### src/rtl/output_timing_gen_pkg.sv
// Shared timing defaults for the output timing generator: default 1280x720
// raster, source content size, repeat factors and line-buffer depth.
package output_timing_gen_pkg;

    localparam int DEF_H_TOTAL     = 1650;
    localparam int DEF_H_ACTIVE    = 1280;
    localparam int DEF_H_SYNCLEN   = 40;
    localparam int DEF_H_BACKPORCH = 220;
    localparam int DEF_V_TOTAL     = 750;
    localparam int DEF_V_ACTIVE    = 720;
    localparam int DEF_V_SYNCLEN   = 5;
    localparam int DEF_V_BACKPORCH = 20;
    localparam int DEF_H_MULT      = 3;
    localparam int DEF_V_MULT      = 3;
    localparam int DEF_H_SRC       = 384;
    localparam int DEF_V_SRC       = 224;
    localparam int DEF_NUM_LBUF    = 40;

    // Offset that centres scaled content inside the active area.
    function automatic int centre_offset(input int active, input int src, input int mult);
        return (active - src * mult) / 2;
    endfunction

endpackage

### src/rtl/output_timing_gen_repeat_ctr.sv
// Repeat counter: a phase counter cycling 0..phase_last and an index counter
// that advances each time the phase wraps, wrapping itself after idx_last.
// clr has priority over en and forces both counters to zero.
module repeat_ctr #(
    parameter int PH_W  = 3,
    parameter int IDX_W = 9
) (
    input  logic             clk,
    input  logic             rst_n,
    input  logic             en,
    input  logic             clr,
    input  logic [PH_W-1:0]  phase_last,
    input  logic [IDX_W-1:0] idx_last,
    output logic [PH_W-1:0]  phase,
    output logic [IDX_W-1:0] idx
);

    logic [PH_W-1:0]  phase_q, phase_d;
    logic [IDX_W-1:0] idx_q, idx_d;

    // Next phase/index: clear, hold, or advance with nested wrap.
    always_comb begin
        phase_d = phase_q;
        idx_d   = idx_q;
        if (clr) begin
            phase_d = '0;
            idx_d   = '0;
        end else if (en) begin
            if (phase_q == phase_last) begin
                phase_d = '0;
                idx_d   = (idx_q == idx_last) ? '0 : idx_q + IDX_W'(1);
            end else begin
                phase_d = phase_q + PH_W'(1);
            end
        end
    end

    // Counter registers.
    always_ff @(posedge clk or negedge rst_n) begin
        if (!rst_n) begin
            phase_q <= '0;
            idx_q   <= '0;
        end else begin
            phase_q <= phase_d;
            idx_q   <= idx_d;
        end
    end

    assign phase = phase_q;
    assign idx   = idx_q;

endmodule

### src/rtl/output_timing_gen.sv
// Output raster timing generator. The next raster position is computed
// combinationally and every output is derived from that next position, then
// registered on the same edge, so all outputs describe one (hcnt,vcnt).
module output_timing_gen
    import output_timing_gen_pkg::*;
#(
    parameter int H_TOTAL     = DEF_H_TOTAL,
    parameter int H_ACTIVE    = DEF_H_ACTIVE,
    parameter int H_SYNCLEN   = DEF_H_SYNCLEN,
    parameter int H_BACKPORCH = DEF_H_BACKPORCH,
    parameter int V_TOTAL     = DEF_V_TOTAL,
    parameter int V_ACTIVE    = DEF_V_ACTIVE,
    parameter int V_SYNCLEN   = DEF_V_SYNCLEN,
    parameter int V_BACKPORCH = DEF_V_BACKPORCH,
    parameter int H_MULT      = DEF_H_MULT,
    parameter int V_MULT      = DEF_V_MULT,
    parameter int H_SRC       = DEF_H_SRC,
    parameter int V_SRC       = DEF_V_SRC,
    parameter int NUM_LBUF    = DEF_NUM_LBUF
) (
    input  logic        PCLK_in,
    input  logic        reset_n,
    input  logic        frame_sync,
    input  logic        lock_en,
    output logic [10:0] hcnt,
    output logic [10:0] vcnt,
    output logic [8:0]  hcnt_lbuf,
    output logic [5:0]  vcnt_lbuf,
    output logic [2:0]  hctr,
    output logic [2:0]  vctr,
    output logic        HSYNC,
    output logic        VSYNC,
    output logic        DE,
    output logic        mask_enable,
    output logic        frame_start
);

    localparam int H_AVS = H_SYNCLEN + H_BACKPORCH;
    localparam int V_AVS = V_SYNCLEN + V_BACKPORCH;
    localparam int H_CS  = H_AVS + centre_offset(H_ACTIVE, H_SRC, H_MULT);
    localparam int V_CS  = V_AVS + centre_offset(V_ACTIVE, V_SRC, V_MULT);

    localparam logic [10:0] H_LAST   = 11'(H_TOTAL - 1);
    localparam logic [10:0] V_LAST   = 11'(V_TOTAL - 1);
    localparam logic [10:0] H_SYNC_E = 11'(H_SYNCLEN);
    localparam logic [10:0] V_SYNC_E = 11'(V_SYNCLEN);
    localparam logic [10:0] H_ACT_S  = 11'(H_AVS);
    localparam logic [10:0] H_ACT_E  = 11'(H_AVS + H_ACTIVE - 1);
    localparam logic [10:0] V_ACT_S  = 11'(V_AVS);
    localparam logic [10:0] V_ACT_E  = 11'(V_AVS + V_ACTIVE - 1);
    localparam logic [10:0] H_WIN_S  = 11'(H_CS);
    localparam logic [10:0] H_WIN_E  = 11'(H_CS + H_SRC * H_MULT - 1);
    localparam logic [10:0] V_WIN_S  = 11'(V_CS);
    localparam logic [10:0] V_WIN_E  = 11'(V_CS + V_SRC * V_MULT - 1);

    logic [10:0] hcnt_q, hcnt_d;
    logic [10:0] vcnt_q, vcnt_d;
    logic        hsync_q, hsync_d;
    logic        vsync_q, vsync_d;
    logic        de_q, de_d;
    logic        mask_q, mask_d;
    logic        fstart_q, fstart_d;
    logic        resync;
    logic        h_win, v_win;
    logic        h_adv, h_clr;
    logic        v_adv, v_clr;

    assign resync = frame_sync & lock_en;

    // Next raster position; a locked frame_sync overrides any increment or wrap.
    always_comb begin
        hcnt_d = hcnt_q + 11'd1;
        vcnt_d = vcnt_q;
        if (resync) begin
            hcnt_d = '0;
            vcnt_d = '0;
        end else if (hcnt_q == H_LAST) begin
            hcnt_d = '0;
            vcnt_d = (vcnt_q == V_LAST) ? '0 : vcnt_q + 11'd1;
        end
    end

    // Syncs, enables and repeat-counter controls, all from the next position.
    always_comb begin
        h_win    = (hcnt_d >= H_WIN_S) && (hcnt_d <= H_WIN_E);
        v_win    = (vcnt_d >= V_WIN_S) && (vcnt_d <= V_WIN_E);
        hsync_d  = !(hcnt_d < H_SYNC_E);
        vsync_d  = !(vcnt_d < V_SYNC_E);
        de_d     = (hcnt_d >= H_ACT_S) && (hcnt_d <= H_ACT_E) &&
                   (vcnt_d >= V_ACT_S) && (vcnt_d <= V_ACT_E);
        mask_d   = de_d && !(h_win && v_win);
        fstart_d = (hcnt_d == 11'd0) && (vcnt_d == 11'd0);
        // Horizontal phase restarts on the first window pixel, runs inside it.
        h_adv    = h_win && (hcnt_d != H_WIN_S);
        h_clr    = !h_adv;
        // Vertical phase restarts on the first window line, advances per new line.
        v_adv    = (hcnt_d == 11'd0) && v_win && (vcnt_d != V_WIN_S);
        v_clr    = !v_win || (vcnt_d == V_WIN_S);
    end

    // Position and flag registers.
    always_ff @(posedge PCLK_in or negedge reset_n) begin
        if (!reset_n) begin
            hcnt_q   <= '0;
            vcnt_q   <= '0;
            hsync_q  <= 1'b0;
            vsync_q  <= 1'b0;
            de_q     <= 1'b0;
            mask_q   <= 1'b0;
            fstart_q <= 1'b0;
        end else begin
            hcnt_q   <= hcnt_d;
            vcnt_q   <= vcnt_d;
            hsync_q  <= hsync_d;
            vsync_q  <= vsync_d;
            de_q     <= de_d;
            mask_q   <= mask_d;
            fstart_q <= fstart_d;
        end
    end

    repeat_ctr #(.PH_W(3), .IDX_W(9)) u_hrep (
        .clk        (PCLK_in),
        .rst_n      (reset_n),
        .en         (h_adv),
        .clr        (h_clr),
        .phase_last (3'(H_MULT - 1)),
        .idx_last   (9'(H_SRC - 1)),
        .phase      (hctr),
        .idx        (hcnt_lbuf)
    );

    repeat_ctr #(.PH_W(3), .IDX_W(6)) u_vrep (
        .clk        (PCLK_in),
        .rst_n      (reset_n),
        .en         (v_adv),
        .clr        (v_clr),
        .phase_last (3'(V_MULT - 1)),
        .idx_last   (6'(NUM_LBUF - 1)),
        .phase      (vctr),
        .idx        (vcnt_lbuf)
    );

    assign hcnt        = hcnt_q;
    assign vcnt        = vcnt_q;
    assign HSYNC       = hsync_q;
    assign VSYNC       = vsync_q;
    assign DE          = de_q;
    assign mask_enable = mask_q;
    assign frame_start = fstart_q;

endmodule
### config.mk
export PLATFORM = sky130hd
export DESIGN_NAME = output_timing_gen
export DESIGN_NICKNAME = d
export VERILOG_FILES = /design/src/rtl/output_timing_gen_pkg.sv /design/src/rtl/output_timing_gen_repeat_ctr.sv /design/src/rtl/output_timing_gen.sv
export SDC_FILE = /design/constraint.sdc
export NUM_CORES = 1
export LEC_CHECK = 0
export ABC_AREA = 1
export CORE_UTILIZATION = 51
export CTS_CLUSTER_DIAMETER = 60
export CTS_CLUSTER_SIZE = 20
export DETAILED_ROUTE_END_ITERATION = 8
export GPL_TIMING_DRIVEN = 0
export MAX_ROUTING_LAYER = met4
export PLACE_DENSITY = 0.78
export SLEW_MARGIN = 20
export SYNTH_ARGS = -nofsm -noshare
export SYNTH_HDL_FRONTEND = slang
export SYNTH_HIERARCHICAL = 1
export SYNTH_SLANG_ARGS = --single-unit
### constraint.sdc
create_clock -name PCLK_in -period 2.5 [get_ports PCLK_in]
set_clock_uncertainty 0.2 [all_clocks]
set_input_delay 0.5 -clock PCLK_in [delete_from_list [all_inputs] [get_ports PCLK_in]]
set_output_delay 0.5 -clock PCLK_in [all_outputs]
set_load 0.03 [all_outputs]
Word-level counts from Yosys, hierarchy flattened
Cells that the tools add are included.
Widths: inputs -> output; s select.
{"block": "totals", "ff_bits": 48, "inputBits": 4, "out_inout_bits": 48, "word_cells": 76}
{"block": "classes", "addsub": 6, "order_cmp": 10, "eq_ne": 10, "muxes": 17, "bitwise_logic": 1, "n_reduce_logical": 21}
{"operator": "$mux 11", "count": 5}
{"operator": "$mux 9", "count": 3}
{"operator": "$mux 6", "count": 4}
{"operator": "$add 11x1->11 const B", "count": 2}
{"operator": "$ge 11x9->1 const B", "count": 2}
{"operator": "$le 11x10->1 const B", "count": 2}
{"operator": "$le 11x11->1 const B", "count": 2}
{"operator": "$logic_not 11->1", "count": 2}
{"operator": "$mux 3", "count": 5}
{"operator": "$eq 11x10->1 const B", "count": 1}
{"operator": "$eq 11x11->1 const B", "count": 1}
{"operator": "$eq 11x6->1 const B", "count": 1}
{"operator": "$ge 11x5->1 const B", "count": 1}
{"operator": "$ge 11x6->1 const B", "count": 1}
{"operator": "$logic_and 1x1->1", "count": 11}
{"operator": "$lt 11x3->1 const B", "count": 1}
{"operator": "$lt 11x6->1 const B", "count": 1}
{"operator": "$ne 11x6->1 const B", "count": 1}
{"operator": "$ne 11x9->1 const B", "count": 1}
{"operator": "$add 9x1->9 const B", "count": 1}
{"operator": "$eq 9x9->1 const B", "count": 1}
{"operator": "$add 3x1->3 const B", "count": 2}
{"operator": "$add 6x1->6 const B", "count": 1}
{"operator": "$eq 3x2->1 const B", "count": 2}
{"operator": "7 further kinds", "count": 11}

Logic depth before layout (Yosys ltp)
Gate-level depths: netlist of the first run.
{"block": "logic_depth", "depth_word": 10, "depth_mapped": 22, "depth_no_buf": 21}

Cells and area by module
The synthesis of the first run kept the hierarchy.
{"module": "output_timing_gen", "n_inst": 1, "cells_per_inst": 361, "area_per_inst_um2": 2324.7}
{"module": "repeat_ctr (u_hrep)", "n_inst": 1, "cells_per_inst": 123, "area_per_inst_um2": 909.6}
{"module": "repeat_ctr (u_vrep)", "n_inst": 1, "cells_per_inst": 100, "area_per_inst_um2": 661.9}

Least setup slack after synthesis of the first run
No wires, ideal clock.
{"block": "synth_path", "path_kind": "reg2reg", "start": "register hcnt_q[0] (netlist: hcnt[0])", "end": "register u_vrep.idx_q[2] (netlist: u_vrep/idx[2])", "setup_time_ps": 74, "arrival_ps": 2658, "t_required_ps": 2226, "path_slack_ps": -433, "stages_incl_launch_ff": 19, "n_path_buf": 1, "period_less_slack_ps": 2933, "cell_sequence": "dfrtp_1 -> ha_1 -> nor3b_2 -> nand2_1 -> nor2_4 -> nand2_2 -> nand3_2 -> nand2_1 -> nor2_2 -> nand4_1 -> nand2_1 -> nand2_1 -> or2_1 -> nor2_1 -> inv_1 -> nand2_2 -> buf_6 -> nand2_1 -> o21ai_2"}
{"block": "synth_between", "elab_chain_cells": 9, "elab_cells_between_ends": 20, "cone_classes": "add/sub: 1; order compare: 2; eq/ne: 3; mux: 5; reduce/logical: 9"}
{"item": "start, declared", "line": "output_timing_gen.sv:56", "text": "logic [10:0] hcnt_q, hcnt_d;"}
{"item": "start signal, assigned", "line": "output_timing_gen.sv:112", "text": "hcnt_q <= hcnt_d;"}
{"item": "$eq 11x11->1 (*)", "line": "output_timing_gen.sv:77", "text": "end else if (hcnt_q == H_LAST) begin"}
{"item": "$mux 11 (*)", "line": "output_timing_gen.sv:77"}
{"item": "$mux 11 (*)", "line": "output_timing_gen.sv:74", "text": "if (resync) begin"}
{"item": "$ge 11x6->1 / $le 11x10->1 (equally long branches)", "line": "output_timing_gen.sv:86", "text": "v_win = (vcnt_d >= V_WIN_S) && (vcnt_d <= V_WIN_E);"}
{"item": "$logic_and 1x1->1", "line": "output_timing_gen.sv:86"}
{"item": "$logic_not 1->1", "line": "output_timing_gen.sv:98", "text": "v_clr = !v_win || (vcnt_d == V_WIN_S);"}
{"item": "$logic_or 1x1->1 (*)", "line": "output_timing_gen.sv:98"}
{"item": "via v_clr", "line": "output_timing_gen.sv:66", "text": "logic v_adv, v_clr;"}
{"item": "$reduce_bool 2->1 (no line)"}
{"item": "$reduce_and 2->1 (no line)"}
{"item": "end signal, assigned", "line": "output_timing_gen_repeat_ctr.sv:45", "text": "idx_q <= idx_d;"}
{"item": "end, declared", "line": "output_timing_gen_repeat_ctr.sv:19", "text": "logic [IDX_W-1:0] idx_q, idx_d;"}
Mark *: on every way through the listed nets, which the timed path passes. The rest lies on a longest branch.
A chain may end at the register's enable or synchronous reset.

Final worst setup path of the first run
{"block": "layout_path", "start": "register hcnt_q[1] (netlist: hcnt[1])", "end": "register u_hrep.idx_q[1] (netlist: u_hrep/idx[1])"}
{"block": "layout_between", "elab_chain_cells": 7, "elab_cells_between_ends": 11, "cone_classes": "add/sub: 1; order compare: 2; eq/ne: 3; mux: 3; reduce/logical: 2"}
{"item": "$add 11x1->11 / $eq 11x11->1 (equally long branches)", "line": "output_timing_gen.sv:72, output_timing_gen.sv:77"}
{"item": "$mux 11 (*)", "line": "output_timing_gen.sv:77"}
{"item": "$mux 11 (*)", "line": "output_timing_gen.sv:74"}
{"item": "via hcnt_d[8]", "line": "output_timing_gen.sv:56"}
{"item": "$ge 11x9->1 / $le 11x11->1 (equally long branches)", "line": "output_timing_gen.sv:85", "text": "h_win = (hcnt_d >= H_WIN_S) && (hcnt_d <= H_WIN_E);"}
{"item": "$logic_and 1x1->1", "line": "output_timing_gen.sv:85"}
{"item": "$logic_and 1x1->1 (*)", "line": "output_timing_gen.sv:94", "text": "h_adv = h_win && (hcnt_d != H_WIN_S);"}
{"item": "$ne 2x1->1 (no line) / $mux 9 (equally long branches)"}
{"item": "end signal, assigned", "line": "output_timing_gen_repeat_ctr.sv:45"}
{"item": "end, declared", "line": "output_timing_gen_repeat_ctr.sv:19"}
Marked as above.

==> qor.csv, run 1 <==
metric;value;unit
status;finished with violations;
failing checks;setup timing;
worst skew pair latency;0.30;ns
Core ar.;0.00733;mm^2
initial DRC count;300;
largest net degree at the start of global routing;25;
share of the clock period used by the worst path after layout;115;%
share of cells above drive strength 1;28.2;%
CTS Root Cell;clkbuf_8;
CTS Buf Count;5;
WL/cell;14.1;um
Layout area overhead;45.6;%
ys async rst share;100;%
Synth top area share;30.8;%
Hold Path Stages;2;
Max Fclk;0.348;GHz
Die X-Extent;89.4;um
Post-DP HPWL;6.97;mm
clock-pin slew of the registers on the worst-case setup and hold paths;0.10;ns
site row count;31;
Die Ht;89.4;um
TritonCTS clock tree;done;
post-synthesis cell count;584;
number of synthesized flops with an enable pin;0;
H-tree depth;2;
RR Endpoint;u_hrep/idx[1]$_DFFE_PN0P_;
Final Util;77.4;%
Mapped Area;0.00390;mm^2
PD cells;382;mW/mm^2
final instance area;0.00567;mm^2
Primary FF master, synth;dfrtp_1;
# setup viols final;21;
Ports;52;
antenna viol nets, final;0;
kind of end point of the critical path;register;
Fin. Hold Viols;0;
initial antenna violation count;0;
Final Non-Filler Cells;818;
deepest clock path buffer count;2;
leakage power;2.77;nW
Critical path origin;hcnt[1]$_DFF_PN0_;
Period minus WS final;2.87;ns
IO Port Bufs;51;
Synth area leader;dfrtp_1;
CP Data Required Time;2.51;ns
reg2reg setup slack;-0.37;ns
WP data arrival;2.88;ns
sequential share of the synthesized area;30.8;%
FF-to-FF path depth;20;
final slew viol count;0;
Yosys cell types;38;
DRC;0;
first-pass GRT wire length;16.7;mm
GR Overflow Total;0;
WS Path Type;register to register;
crit path max fanout;7;
Hold WS;0.358;ns
unrepaired setup endpoints after global routing;yes;
synth warn;6;
peak supply drop;0.492;mV
Vias/cell;5.19;
Inst Count DP;765;
post-route worst setup slack;-0.373;ns
number of synthesized register bits;48;
clk sink count;48;
total routed wirelength;11.5;mm
drt first pass iters;5;
syn avg cell area;6.67;um^2
total track usage;27.6;%
Via Count;4242;
most frequent cells after synthesis;nand2_1 (184), inv_1 (74), nor2_1 (63);
critical path startpoint category;register;
ant diodes;0;
GP Congestion;0.983;
Starting Density;53.1;%
vias in the first global route;3759;
Synth area leaders;dfrtp_1 (31%), nand2_1 (18%), inv_1 (7.1%);
final setup TNS;-6.39;ns
Hold Crit Class;register to register;
count leader, synth;nand2_1;
Post-layout nets;731;
max cap viols;0;
worst setup path end;u_hrep/idx[1]$_DFFE_PN0P_;
DIE AREA;0.00799;mm^2
DP Area;0.00472;mm^2
FF-to-FF Start;hcnt[1]$_DFF_PN0_;
[registers in the layout (all words and copies together) (netlist names)]
signal        count
VSYNC             1
u_vrep/phase      3
u_hrep/phase      3
frame_start       1
vcnt             11
u_hrep/idx        9
DE                1
hcnt             11
HSYNC             1
mask_enable       1
u_vrep/idx        6
[power breakdown]
part / total [mW] / internal (mW) / leakage [nW] / switching, mW
logic: 0.643 / 0.258 / 2.05 / 0.385
registers: 0.853 / 0.811 / 0.654 / 0.0426
clock network: 0.673 / 0.394 / 0.0642 / 0.279
[stage by stage]
stage | worst slack [ns] | power (mW)
finish | -0.373 | 2.17
global route | -0.516 | 2.25
CTS | -0.273 | 2.07
detailed placement | -0.769 | 1.34
global placement | -0.890 | 1.32
floorplan | -0.246 | 1.19
[metal layers]
metal / global-route usage, % / routed length (um) / vias up
met3: 2.95 / 552 / 23
li1: - / - / 2070
met2: 47.1 / 5990 / 156
met4: 8.66 / 213 / 0
met1: 34.4 / 4770 / 1993
met5: - / 0 / -
[logic make-up after synthesis]
| group | count (synthesis) | share of synthesized area, % |
|---|---|---|
| xor gates and xnor gates | 24 | 5.39 |
| other | 2 | 0.193 |
| AOI/OAI and AO/OA | 26 | 4.34 |
| buffers and inverters | 96 | 10.3 |
| and+or+nand+nor | 380 | 46.3 |
| adders and majority gates | 8 | 2.57 |
| DFF | 48 | 30.8 |
[cell type report]
class                   instances  area (um^2)
plain buffers                   6         88.8
clock buffers                   5         68.8
clock inverters                 2         60.1
fillers                       518         1660
inverters                      90          359
multi-input cells             471         2830
flip-flops and latches         48         1210
well taps                      99          124
repair buffers                 97          932
[cell usage in the layout (no fill, tap or decap), types with 11 or more instances in the layout]
cell and count:
conb_1 31, nand2_4 11, nand2_2 34, nand4_1 18, nand3_2 12, nand3_1 46, dfrtp_1 41, nor2_1 55
nand2_1 157, xnor2_1 11, nor2_2 15, inv_2 12, inv_1 68, clkdlybuf4s50_1 50, buf_4 33, buf_6 12
xor2_1 12
[worst min path at each step]
stage	startpoint	end
floorplan	reset_n	DE$_DFF_PN0_
global placement	u_vrep/idx[5]$_DFFE_PN0P_	u_vrep/idx[5]$_DFFE_PN0P_
detailed placement	reset_n	hcnt[9]$_DFF_PN0_
CTS	u_vrep/idx[4]$_DFFE_PN0P_	u_vrep/idx[4]$_DFFE_PN0P_
global route	reset_n	hcnt[9]$_DFF_PN0_
finish	u_vrep/idx[5]$_DFFE_PN0P_	u_vrep/idx[5]$_DFFE_PN0P_
[repair_timing]
item	4_1_cts	5_1_grt
hold buffers	1	0
endpoints found under the hold margin	6	0
buffers inserted	24	18
gates cloned	3	0
gates resized for setup	41	75
endpoints found under the setup margin	21	22
pin swaps	28	34
[critical path: stages, from the launching register on]
cell     delay (ns)
dfrtp_2        0.43
buf_4          0.14
buf_6          0.11
ha_4           0.17
nand3_4        0.08
inv_2          0.06
nand4_1        0.09
nand2_2        0.08
nor2_4         0.14
nand2_2        0.11
nor3_4         0.23
nand3_1        0.17
nand3_4        0.15
inv_4          0.06
buf_12         0.14
nand2_8        0.12
nand2_8        0.08
nand2_1        0.06
nand2_1        0.05
nand2_1        0.06
inv_1          0.04
(Power assumes the default switching activity.)
==> inputs of run 2 (changes only) <==
Settings changed: SKIP_CTS_REPAIR_TIMING set to 1.
==> run 2 against run 1 <==
Against the previous run: the run still ends with setup timing left; count of clock-buffer cells in the layout is the same; utilization shrank 5.5 points; fmax shrank 3.0%; critical path type unchanged; global-route usage shrank 2.8 points; combinational power shrank 14%; via count shrank 5.6%; die area is the same; setup slack lost 0.088 ns; non-clock buffer count shrank 19.
==> qor.csv, run 2 (synthesis gave the netlist of run 1 again) <==
metric;value;unit
max cap viols;0;
Fin. Hold Viols;0;
peak supply drop;0.415;mV
global route hottest layer;met2;
Crit-path slowest cell;dfrtp_2;
initial antenna violation count;0;
Clock Power Share;32.1;%
Die X-Extent;89.4;um
TritonCTS clock tree;done;
Max Fclk;0.338;GHz
Core ar.;0.00733;mm^2
Post-DP HPWL;6.97;mm
Ports;52;
register area;0.00121;mm^2
leakage power;2.65;nW
P_int;1.42;mW
CP Data Required Time;2.50;ns
met2 usage;42.0;%
total routed wirelength;10.1;mm
WL/cell;12.6;um
GR Overflow Total;0;
Seq pwr share;41.3;%
DP Area;0.00472;mm^2
critical path startpoint category;register;
first-pass GRT wire length;15.1;mm
unrepaired setup endpoints after global routing;yes;
post-route worst setup slack;-0.461;ns
Vias/cell;5.01;
drt first pass iters;5;
IO Port Bufs;51;
Sw Pwr;0.653;mW
Hold Crit Class;register to register;
fillers;584;
Buf/Inv on CP;5;
failing checks;setup timing;
clk sink count;48;
area of the multi-input gates;0.00264;mm^2
final slew viol count;0;
kind of end point of the critical path;register;
CTS Root Cell;clkbuf_8;
# setup viols final;21;
Inst Count DP;765;
status;finished with violations;
Critical path origin;hcnt[1]$_DFF_PN0_;
share of cells above drive strength 1;21.6;%
CTS Buf Count;5;
site row count;31;
share of the clock period used by the worst path after layout;118;%
Post-layout nets;712;
total track usage;24.8;%
deepest clock path buffer count;2;
largest net degree at the start of global routing;25;
initial DRC count;207;
WP data arrival;2.96;ns
reg2reg setup slack;-0.46;ns
Starting Density;53.1;%
Final Non-Filler Cells;799;
Period minus WS final;2.96;ns
antenna viol nets, final;0;
GR Layer Usage met3;3.05;%
ant diodes;0;
WS Path Type;register to register;
crit-path max cell delay;0.46;ns
worst skew pair latency;0.30;ns
most common cell after layout, fill and taps aside;nand2_1;
crit path max fanout;10;
clock-pin slew of the registers on the worst-case setup and hold paths;0.09;ns
final instance area;0.00527;mm^2
total chip power;2.07;mW
vias in the first global route;3455;
met1 Resource Use GR;31.2;%
cell family contributing the most delay on the critical path;simple AND/OR/NAND/NOR gates;
sw frac;31.5;%
H-tree depth;2;
cell chain of the critical path;inv_2 > ha_4 > nand2_1 > nor2_1 > nand3_2 > nand2_2 > buf_6 > nor2_4 > inv_4 > nand2_4 > nor3_1 > nand3_1 > nor3_2 > nor2_4 > inv_2 > nand2_4 > buf_6 > nand2_1 > o21ai_2;
GP Congestion;0.983;
FF-to-FF Start;hcnt[1]$_DFF_PN0_;
Die Ht;89.4;um
Hold Crit Start;u_vrep/idx[4]$_DFFE_PN0P_;
DIE AREA;0.00799;mm^2
DRC;0;
PD cells;394;mW/mm^2
Layout area overhead;35.3;%
Comb power frac;26.6;%
most frequent cells in the layout;nand2_1 (173), inv_1 (69), nor2_1 (58), clkdlybuf4s50_1 (50), nand3_1 (49);
Via Count;4004;
-- run 2: cell count changes in the layout (fill, tap and decap cells not counted), moves of 4 or more --
cell,previous run,this run
buf_4,33,22
buf_6,12,6
nand2_1,157,173
nand2_2,34,23
nand2_8,4,0
nand3_4,7,3
nor2_2,15,11
-- run 2: layer usage --
| metal | routed length (um) | up-vias | part of all wire [%] |
|---|---|---|---|
| met3 | 420 | 13 | 4.2 |
| met4 | 123 | 0 | 1.2 |
| li1 | - | 2027 | - |
| met1 | 4470 | 1856 | 44 |
| met2 | 5080 | 108 | 50 |
| met5 | 0 | - | 0 |
-- run 2: area by class of cell --
| type | instances | share of cell area [%] |
|---|---|---|
| multi-input combinational | 471 | 50.1 |
| sequential | 48 | 22.9 |
| timing repair buffer | 78 | 14.3 |
| inverter | 90 | 6.57 |
| tap | 99 | 2.35 |
| buffer | 6 | 1.35 |
| clock buffer | 5 | 1.31 |
| clock inverter | 2 | 1.14 |
-- run 2: worst reg2reg max path: stages (launching register included) --
cell and delay, ns:
dfrtp_2 0.46, inv_2 0.08, ha_4 0.14, nand2_1 0.05
nor2_1 0.12, nand3_2 0.13, nand2_2 0.10, buf_6 0.17
nor2_4 0.06, inv_4 0.08, nand2_4 0.06, nor3_1 0.18
nand3_1 0.21, nor3_2 0.33, nor2_4 0.07, inv_2 0.10
nand2_4 0.07, buf_6 0.13, nand2_1 0.07, o21ai_2 0.06
-- run 2: worst paths after layout --
kind	end	depth (start not counted)
max in group asynchronous	vcnt[0]$_DFF_PN0_	4
max reg2reg	u_vrep/idx[1]$_DFFE_PN0P_	19
min reg2reg	u_vrep/idx[4]$_DFFE_PN0P_	2
min in group asynchronous	vcnt[6]$_DFF_PN0_	2
max	u_vrep/idx[1]$_DFFE_PN0P_	19
min	u_vrep/idx[4]$_DFFE_PN0P_	2
-- run 2: power groups by stage --
stage / logic [mW] / registers [mW] / clock network [mW]
global route: 0.598 / 0.863 / 0.707
finish: 0.551 / 0.857 / 0.666
detailed placement: 0.476 / 0.867 / 0
global placement: 0.458 / 0.866 / 0
floorplan: 0.261 / 0.925 / 0
CTS: 0.480 / 0.852 / 0.678
-- run 2: metrics by stage --
stage	setup TNS, ns	hold slack (ns)	setup slack, ns	util, %
6_report	-6.45	0.357	-0.461	71.9
5_1_grt	-9.97	0.391	-0.644	71.9
4_1_cts	-9.70	-0.158	-0.584	66.2
3_5_place_dp	-14.19	0.167	-0.769	64.4
3_3_place_gp	-48.20	0.338	-0.890	63.8
2_1_floorplan	-3.89	0.00441	-0.246	-
==> inputs of run 3 (changes only) <==
Settings changed: CORE_UTILIZATION 51 to 35, PLACE_DENSITY 0.78 to not set.
Clock period 2.5 ns to 3.2 ns, I/O delays scaled along.
==> run 3 against run 2 <==
Against the previous run: the run now ends clean; power down 31%; final cell count rose by 2.5%; count of clock-buffer cells in the layout grew 2; sequential cell count is the same; combinational power down 27%; sequential power down 23%; clock power shrank 45%; critical path type is now input port to register; largest cell class unchanged; largest power group unchanged.
==> qor.csv, run 3 (synthesis gave the netlist of run 1 again) <==
metric;value;unit
final instance area;0.00491;mm^2
Layout area overhead;26.1;%
measured slew at the worst slew-check pin;0.652;ns
initial DRC count;170;
Die Ht;108;um
deepest clock path buffer count;2;
critical path startpoint category;input port;
clock-pin slew of the registers on the worst-case setup and hold paths;0.09;ns
share of cells above drive strength 1;15.9;%
peak supply drop;0.316;mV
Max Fclk;0.328;GHz
Post-DP HPWL;7.19;mm
total track usage;18.1;%
Post-layout nets;690;
total chip power;1.43;mW
Hold WS;0.159;ns
PD cells;291;mW/mm^2
CP Data Required Time;3.24;ns
# setup viols final;0;
met2 usage;30.2;%
status;completed;
Ports;52;
global route hottest layer;met2;
drt first pass iters;4;
GP Congestion;0.885;
antenna viol nets, final;0;
most common cell after layout, fill and taps aside;nand2_1;
kind of end point of the critical path;register;
met1 Resource Use GR;23.7;%
DP Area;0.00469;mm^2
Via Count;3759;
first-pass GRT wire length;16.5;mm
Die X-Extent;108;um
TritonCTS clock tree;done;
DIE AREA;0.0116;mm^2
final slew viol count;0;
Final Util;45.3;%
WS Path Type;input port to register;
relative slew slack;56.6;%
H-tree depth;2;
GR Overflow Total;0;
CTS Root Cell;clkbuf_8;
GR Layer Usage met3;2.12;%
most frequent cells in the layout;nand2_1 (181), inv_1 (73), nor2_1 (61), nand3_1 (50), clkdlybuf4s50_1 (50);
max cap viols;0;
Hold Crit Class;input port to async pin;
crit path max fanout;10;
initial antenna violation count;0;
site row count;38;
Fin. Hold Viols;0;
clk sink count;48;
FF-to-FF path depth;18;
worst skew pair latency;0.31;ns
vias in the first global route;3525;
Period minus WS final;3.05;ns
Core ar.;0.0108;mm^2
CTS Buf Count;5;
DRC;0;
total routed wirelength;9.58;mm
share of the clock period used by the worst path after layout;95.4;%
WL/cell;11.7;um
leakage power;2.48;nW
Vias/cell;4.59;
WP data arrival;3.09;ns
Starting Density;35.9;%
IO Port Bufs;51;
final setup TNS;0;ns
ant diodes;0;
largest net degree at the start of global routing;49;
## run 3: critical path, cell delays in order
cell and delay [ns]:
clkdlybuf4s50_1 0.45, nand2_1 0.10, buf_8 0.18, inv_4 0.12, nor2_1 0.05, nand3_1 0.08, nand2_1 0.09, inv_2 0.07
nand2_1 0.06, nor2_2 0.13, nand4_1 0.09, nand2_1 0.08, nand2_1 0.09, or2_4 0.26, nor2_2 0.13, inv_1 0.09
nand2_2 0.11, buf_8 0.14, nand2_1 0.06, o21ai_2 0.06
## run 3: metrics by stage
stage | setup WS, ns | instances
final | 0.149 | 819
after global routing | -0.0385 | 819
after CTS | -0.142 | 812
after detailed placement | -0.307 | 804
after global placement | -0.305 | 804
after floorplan | 0.267 | 613
## run 3: layout make-up
class | count | area (um^2)
flip-flops and latches | 48 | 1200
clock inverters | 1 | 8.76
repair buffers | 58 | 561
plain buffers | 6 | 71.3
inverters | 90 | 347
well taps | 140 | 175
multi-input cells | 469 | 2470
clock buffers | 7 | 76.3
fillers | 1112 | 5930
## run 3: final timing paths
kind | slack (ns) | startpoint | to
min reg2reg | 0.37 | u_vrep/phase[0]$_DFFE_PN0P_ | u_vrep/phase[0]$_DFFE_PN0P_
max in group asynchronous | 2.18 | reset_n | vcnt[0]$_DFF_PN0_
max | 0.15 | frame_sync | u_vrep/idx[2]$_DFFE_PN0P_
max reg2reg | 0.18 | hcnt[0]$_DFF_PN0_ | u_vrep/idx[2]$_DFFE_PN0P_
min in group PCLK_in | 0.37 | u_vrep/phase[0]$_DFFE_PN0P_ | u_vrep/phase[0]$_DFFE_PN0P_
min | 0.16 | reset_n | hcnt[9]$_DFF_PN0_
## run 3: metal layers
metal  routed length [um]  vias to the layer above
met5                    0                        -
met3                  330                        5
li1                     -                     1978
met1                 4520                     1704
met2                 4650                       72
met4                   78                        0
## run 3: report_power, final
part	internal, mW	total (mW)	switching, mW	leakage, nW
Combinational	0.151	0.400	0.249	1.78
Clock	0.157	0.368	0.211	0.0424
Sequential	0.631	0.661	0.0298	0.660
